**src/rtl/mmio_input_pkg.sv**
```systemverilog
// Register map and address decode shared by the DE2 switch/key input peripheral.
package mmio_input_pkg;

    localparam logic [1:0] SW_STATE_IDX  = 2'd0;
    localparam logic [1:0] KEY_STATE_IDX = 2'd1;
    localparam logic [1:0] KEY_EDGE_IDX  = 2'd2;
    localparam logic [1:0] IRQ_EN_IDX    = 2'd3;

    // Byte base address of the peripheral on the processor bus; the bus only
    // hands us the word index, so just its word-within-block bits matter here.
    localparam logic [31:0] MMIO_INPUT_BASE = 32'h0000_0000;
    localparam logic [1:0]  BASE_WORD       = MMIO_INPUT_BASE[3:2];

    function automatic logic [1:0] reg_index(input logic [1:0] addr);
        return addr - BASE_WORD;
    endfunction

endpackage

```
**src/rtl/input_debounce.sv**
```systemverilog
// One-bit 2-flop synchroniser plus counter debouncer; rise_o flags the cycle
// before the debounced value goes 0->1 so callers can capture it on that edge.
module input_debounce #(
    parameter int DEBOUNCE_CYCLES = 4
) (
    input  logic clk,
    input  logic rst,
    input  logic raw_i,
    output logic db_o,
    output logic rise_o
);

    localparam int              CW      = $clog2(DEBOUNCE_CYCLES);
    localparam logic [CW-1:0]   CNT_MAX = CW'(DEBOUNCE_CYCLES - 1);

    logic [1:0]    sync_q;
    logic [CW-1:0] cnt_q, cnt_d;
    logic          db_q, db_d;
    logic          differ, flip;

    always_comb begin
        differ = sync_q[1] ^ db_q;
        flip   = differ && (cnt_q == CNT_MAX);
        cnt_d  = (differ && !flip) ? cnt_q + 1'b1 : '0;
        db_d   = flip ? ~db_q : db_q;
        rise_o = flip & ~db_q;
    end

    always_ff @(posedge clk) begin
        if (rst) begin
            sync_q <= '0;
            cnt_q  <= '0;
            db_q   <= 1'b0;
        end else begin
            sync_q <= {sync_q[0], raw_i};
            cnt_q  <= cnt_d;
            db_q   <= db_d;
        end
    end

    assign db_o = db_q;

endmodule

```
**src/rtl/mmio_input_port.sv**
```systemverilog
// Memory-mapped switch/key input port: debounced state, sticky W1C key-press
// capture, interrupt enable mask and a registered single-cycle read port.
module mmio_input_port
    import mmio_input_pkg::*;
#(
    parameter int NSW             = 4,
    parameter int NKEY            = 4,
    parameter int DEBOUNCE_CYCLES = 4
) (
    input  logic            clk,
    input  logic            rst,
    input  logic [NSW-1:0]  sw_raw,
    input  logic [NKEY-1:0] key_raw,
    input  logic            cs,
    input  logic            we,
    input  logic [1:0]      addr,
    input  logic [31:0]     wdata,
    output logic [31:0]     rdata,
    output logic            rvalid,
    output logic            irq
);

    logic [NSW-1:0]  sw_db;
    logic [NSW-1:0]  sw_rise_unused;
    logic [NKEY-1:0] key_n, key_db, key_rise;
    logic [31:0]     wdata_unused;

    logic [NKEY-1:0] key_edge_q, key_edge_d;
    logic [NKEY-1:0] irq_en_q, irq_en_d;
    logic [31:0]     rdata_q, rdata_d;
    logic            rvalid_q, rvalid_d;
    logic            irq_q, irq_d;

    logic            wr_en, rd_en;
    logic [1:0]      idx;
    logic [31:0]     rd_mux;

    // Inverting ahead of the synchroniser is equivalent to inverting after it
    // with key sync flops resetting to 1: both read as "released" out of reset.
    assign key_n        = ~key_raw;
    assign wdata_unused = wdata;

    for (genvar g = 0; g < NSW; g++) begin : g_sw
        input_debounce #(.DEBOUNCE_CYCLES(DEBOUNCE_CYCLES)) u_db (
            .clk    (clk),
            .rst    (rst),
            .raw_i  (sw_raw[g]),
            .db_o   (sw_db[g]),
            .rise_o (sw_rise_unused[g])
        );
    end

    for (genvar g = 0; g < NKEY; g++) begin : g_key
        input_debounce #(.DEBOUNCE_CYCLES(DEBOUNCE_CYCLES)) u_db (
            .clk    (clk),
            .rst    (rst),
            .raw_i  (key_n[g]),
            .db_o   (key_db[g]),
            .rise_o (key_rise[g])
        );
    end

    always_comb begin
        wr_en = cs & we;
        rd_en = cs & ~we;
        idx   = reg_index(addr);

        // Set after clear so a press landing on a W1C write is not lost.
        key_edge_d = key_edge_q;
        if (wr_en && idx == KEY_EDGE_IDX) key_edge_d = key_edge_d & ~wdata[NKEY-1:0];
        key_edge_d = key_edge_d | key_rise;

        irq_en_d = irq_en_q;
        if (wr_en && idx == IRQ_EN_IDX) irq_en_d = wdata[NKEY-1:0];

        rd_mux = '0;
        case (idx)
            SW_STATE_IDX:  rd_mux[NSW-1:0]  = sw_db;
            KEY_STATE_IDX: rd_mux[NKEY-1:0] = key_db;
            KEY_EDGE_IDX:  rd_mux[NKEY-1:0] = key_edge_q;
            default:       rd_mux[NKEY-1:0] = irq_en_q;
        endcase

        rvalid_d = rd_en;
        rdata_d  = rd_en ? rd_mux : rdata_q;
        irq_d    = |(key_edge_q & irq_en_q);
    end

    always_ff @(posedge clk) begin
        if (rst) begin
            key_edge_q <= '0;
            irq_en_q   <= '0;
            rdata_q    <= '0;
            rvalid_q   <= 1'b0;
            irq_q      <= 1'b0;
        end else begin
            key_edge_q <= key_edge_d;
            irq_en_q   <= irq_en_d;
            rdata_q    <= rdata_d;
            rvalid_q   <= rvalid_d;
            irq_q      <= irq_d;
        end
    end

    assign rdata  = rdata_q;
    assign rvalid = rvalid_q;
    assign irq    = irq_q;

endmodule

```
**config.mk**
```make
export PLATFORM = sky130hd
export DESIGN_NAME = mmio_input_port
export DESIGN_NICKNAME = d
export VERILOG_FILES = /design/src/rtl/mmio_input_pkg.sv /design/src/rtl/input_debounce.sv /design/src/rtl/mmio_input_port.sv
export SDC_FILE = /design/constraint.sdc
export NUM_CORES = 1
export LEC_CHECK = 0
export ABC_AREA = 1
export ABC_CLOCK_PERIOD_IN_PS = 1100
export BUFFER_PORTS_ARGS = -buffer_cell sky130_fd_sc_hd__buf_2
export CAP_MARGIN = 20
export CORE_MARGIN = 3
export CORE_UTILIZATION = 43
export DETAILED_ROUTE_END_ITERATION = 10
export PLACE_DENSITY = 0.73
export SLEW_MARGIN = 20
export SYNTH_ARGS = -nofsm -noshare
export SYNTH_HDL_FRONTEND = slang
export SYNTH_HIERARCHICAL = 1
export SYNTH_SLANG_ARGS = --single-unit
```
**constraint.sdc**
```tcl
create_clock -name clk -period 1.1 [get_ports clk]
set_clock_uncertainty 0.1 [all_clocks]
set_input_delay 0.055 -clock clk [delete_from_list [all_inputs] [get_ports clk]]
set_output_delay 0.055 -clock clk [all_outputs]
set_load 0.01 [all_outputs]
```
==> Word-level counts from Yosys, hierarchy flattened <==
Cells that the tools add are included.
{ "classes": {"addsub": 8, "n_eq_ne": 11, "muxes": 2, "bitwise": 36, "n_reduce_logical": 36} }
{ "ops": {"columns": ["operator", "count"], "rows": [
  ["$eq A2 B2 Y1 const B", 10],
  ["$logic_and A1 B1 Y1", 18],
  ["$not A1 Y1", 17],
  ["$add A2 B1 Y2 const B", 8],
  ["$reduce_or A2 Y1", 8],
  ["$pmux W4 S3", 1],
  ["$and A4 B4 Y4", 2],
  ["$logic_not A1 Y1", 8],
  ["$not A4 Y4", 2],
  ["$xor A1 B1 Y1", 8],
  ["$and A1 B1 Y1", 6],
  ["$mux W4", 1],
  ["$or A4 B4 Y4", 1],
  ["$reduce_or A4 Y1", 1],
  ["$eq A2 B1 Y1 const B", 1],
  ["$logic_not A2 Y1", 1]
]} }
{ "totals": {"regBits": 54, "output_inout_bits": 34} }

==> Depth between registers and ports, before layout <==
{ "logic_depth": {"depth_word": 6, "mapped_depth": 6, "mapped_depth_nobuf": 5} }

==> Cells and area by module <==
The synthesis kept the hierarchy.
{ "modules_own_cells": {"columns": ["module", "n_inst", "cells_per_inst", "area_each_um2", "seq_area_each_um2"], "rows": [
  ["input_debounce", 8, 24, 186.4, 100.1],
  ["mmio_input_port", 1, 129, 898.4, 280.3]
]} }

==> Least setup slack after synthesis <==
Ideal clock, no wire load.
{ "synth_timing": {"kind": "register to register", "from": "register g_key[0].u_db.cnt_q[0]", "to": "register key_edge_q[0]", "setup_ps": 135, "arrival_time_ps": 768, "path_slack_ps": 97, "stages_incl_launch_ff": 5, "n_path_buf": 0, "cell_sequence": "dfxtp_1 > ha_1 > and3_1 > inv_1 > a21oi_1"} }
{ "synth_between": {"elab_chain_cells": 4} }
{ "synth_lines": {"columns": ["element", "line", "rtl"], "rows": [
  ["start: declaration", "input_debounce.sv:17", "logic [CW-1:0] cnt_q, cnt_d;"],
  ["start signal: assignment", "input_debounce.sv:36", "cnt_q <= cnt_d;"],
  ["$eq A2 B2 Y1", "input_debounce.sv:23", "flip = differ && (cnt_q == CNT_MAX);"],
  ["$logic_and A1 B1 Y1", "input_debounce.sv:23", null],
  ["$and A1 B1 Y1", "input_debounce.sv:26", "rise_o = flip & ~db_q;"],
  ["via key_rise[0]", "mmio_input_port.sv:25", "logic [NKEY-1:0] key_n, key_db, key_rise;"],
  ["$or A4 B4 Y4", "mmio_input_port.sv:71", "key_edge_d = key_edge_d | key_rise;"],
  ["end signal: assignment", "mmio_input_port.sv:97", "key_edge_q <= key_edge_d;"],
  ["end: declaration", "mmio_input_port.sv:28", "logic [NKEY-1:0] key_edge_q, key_edge_d;"]
]} }
The timed path passes the listed nets, and every way through them passes these cells.
A chain may end at the register's enable or synchronous reset.

==> Worst setup path after layout <==
{ "layout_timing": {"from": "register g_key[3].u_db.cnt_q[0]", "to": "register key_edge_q[3]"} }
{ "layout_between": {"elab_chain_cells": 4} }
{ "layout_lines": {"columns": ["element", "line"], "rows": [
  ["start: declaration", "input_debounce.sv:17"],
  ["start signal: assignment", "input_debounce.sv:36"],
  ["$eq A2 B2 Y1", "input_debounce.sv:23"],
  ["$logic_and A1 B1 Y1", "input_debounce.sv:23"],
  ["$and A1 B1 Y1", "input_debounce.sv:26"],
  ["via key_rise[3]", "mmio_input_port.sv:25"],
  ["$or A4 B4 Y4", "mmio_input_port.sv:71"]
]} }
The timed path passes the listed nets, and every way through them passes these cells.

==> metrics.yaml <==
global_routing:
  met1_usage_pct: 13.9
  track_usage_pct: 12.2
  met2_usage_pct: 21.5
  grt.busiest_layer: "met2"
  grt_overflow: 0
  grt_pass1_vias: 1547
  grt.met3_usage_pct: 2.91
  grt_first_pass_wirelength_um: 6290
  antenna_found_initial: 0
  grt_max_degree: 47
cts:
  clk_pin_slew_ps: 90
  clk_latency_ps: 300
  cts_buffer_depth: 2
  tritoncts: "built"
  cts_root_buf: "clkbuf_8"
  cts-buffers-inserted: 5
  cts_sinks: 54
  post-cts-setup-buffers: 0
  h-tree-depth: 2
logic_synthesis:
  synth_cells: 317
  syn_area_um2: 2360
  syn_area_per_cell_um2: 7.46
  yosys_warnings: 6
sta:
  rsz0062_at_grt: "no"
  fin_crit_sh_pct: 93.3
  min_period_ps: 1030
  max_freq_mhz: 975
  hold_violations: 0
  setup_viol: 0
  maxSlewViolCount: 0
  worst_slack_ps: 74.1
  fin_tns_setup_ps: 0
route:
  first_pass_iters: 4
  drt_iter0_markers: 73
  via_per_inst: 4.25
  via_count: 1814
  wire_per_inst_um: 8.65
  routed_wl_um: 3700
  ant_nets: 0
  drc: 0
flow_run:
  cap_viol_max_count: 0
floorplanning:
  ioPinCount: 80
  die-area_um2: 6430
  start_util_pct: 45.4
  core.rowCount: 26
  coreArea_um2: 5200
  die_y_um: 80.2
  die_x_um: 80.2
critical_path:
  cpPeakStageDelay_ps: 320
  cp_data_required_time_ps: 1200
  critPathArrivalTime_ps: 1120
  path_class: "flop to flop"
  r2r_slack_ps: 70
  critPathMaxFanout: 3
  cpLargestDelayFamily: "flip-flops"
  worstPathCellList: "ha_1 > and3_1 > inv_1 > a21oi_1"
  cpMaxStageDelayCell: "dfxtp_1"
  worst_setup_path_start_kind: "flop"
  path_buf_inv: 1
  worstSetupEndpointType: "flop"
pwr:
  p_per_area_nw_per_um2: 1330
  peakVddDrop_mv: 0.484
  p_leak_nw: 1.29
outcome:
  outcome: "complete, no violations"
place:
  place.gp.congestion: 0.797
  place_worst_setup_slack_ps: 67.8
  dp_cells: 407
  numPortBuffers: 23
  dpl.hpwl_um: 2640
cells_and_area:
  final_nets: 410
  drive_gt1_share_pct: 14.6
  area_growth_pct: 14.3
  n_antenna_cell: 0
  nFillCells: 495
  fin_cells: 427
worst_hold_path:
  worstHoldPathType: "input port to flop"
-- final cells by class --
| cell class | count | area (µm²) | area share, % |
|---|---|---|---|
| timing repair buffer | 36 | 255 | 9.44 |
| tap | 70 | 87.6 | 3.24 |
| clock buffer | 6 | 72.6 | 2.69 |
| clock inverter | 2 | 37.5 | 1.39 |
| multi-input combinational | 207 | 972 | 36.0 |
| inverter | 52 | 195 | 7.22 |
| sequential | 54 | 1080 | 40.0 |
-- state kept, by name, indices dropped and copies added, names as in the netlist --
register	cells
rvalid	1
g_sw.u_db/db_o	4
rdata	4
key_edge_q	4
g_key.u_db/db_o	4
irq	1
g_key.u_db/cnt_q	8
g_sw.u_db/sync_q	8
g_sw.u_db/cnt_q	8
irq_en_q	4
g_key.u_db/sync_q	8
-- report_power, final --
part	internal, mW	switching [mW]
clock	0.679	0.610
combinational	0.110	0.180
sequential	2.00	0.0185
total	2.79	0.809
-- layout by cell type, fill, tap and decap left out --
master	count
nand4_4	1
ha_2	3
a21oi_2	2
and3_1	4
nand3_2	1
buf_12	1
dfxtp_2	1
nor2_2	8
dfxtp_1	53
nand2_1	69
inv_2	4
nand3_1	15
nand4_1	4
nand2_2	1
o21ai_0	4
clkinvlp_4	1
conb_1	28
inv_1	48
a21oi_1	10
clkbuf_8	5
nor2_1	51
ha_1	5
clkbuf_1	1
buf_2	23
a41oi_1	1
dlygate4sd3_1	12
bufinv_16	1
-- metrics by stage --
step	utilization [%]	cell area (µm²)	hold slack (ps)	total power, mW
5_1_grt	51.9	2700	91.9	3.78
3_5_place_dp	47.2	2460	163	2.32
3_3_place_gp	47.2	2460	160	2.31
4_1_cts	51.7	2690	60.2	3.64
2_1_floorplan	-	2470	24.1	2.30
6_report	51.9	2700	64.9	3.60
-- worst paths after layout --
| path | cells after the start | startpoint | to |
|---|---|---|---|
| min reg2reg | 2 | g_key[3].u_db/sync_q[0]$_SDFF_PP0_ | g_key[3].u_db/sync_q[1]$_SDFF_PP0_ |
| max | 4 | g_key[3].u_db/cnt_q[0]$_SDFF_PP0_ | key_edge_q[3]$_SDFF_PP0_ |
| max reg2reg | 4 | g_key[3].u_db/cnt_q[0]$_SDFF_PP0_ | key_edge_q[3]$_SDFF_PP0_ |
| min | 3 | cs | rvalid$_SDFF_PP0_ |
-- worst min-delay path, cell delays in order --
cell and delay (ps):
buf_2 140, nand2_2 170, nor2_1 60
-- timing repair --
item / in CTS / in global routing
gates resized for setup: 0 / 5
hold endpoints to repair: 15 / 0
hold buffers: 12 / 0
setup endpoints to repair: 0 / 4
-- layer usage --
metal,vias up,routed length [µm]
met2,38,1770
met1,788,1660
li1,982,-
met5,-,0
met3,6,194
met4,0,74
Power figures use the tool's default switching activity.
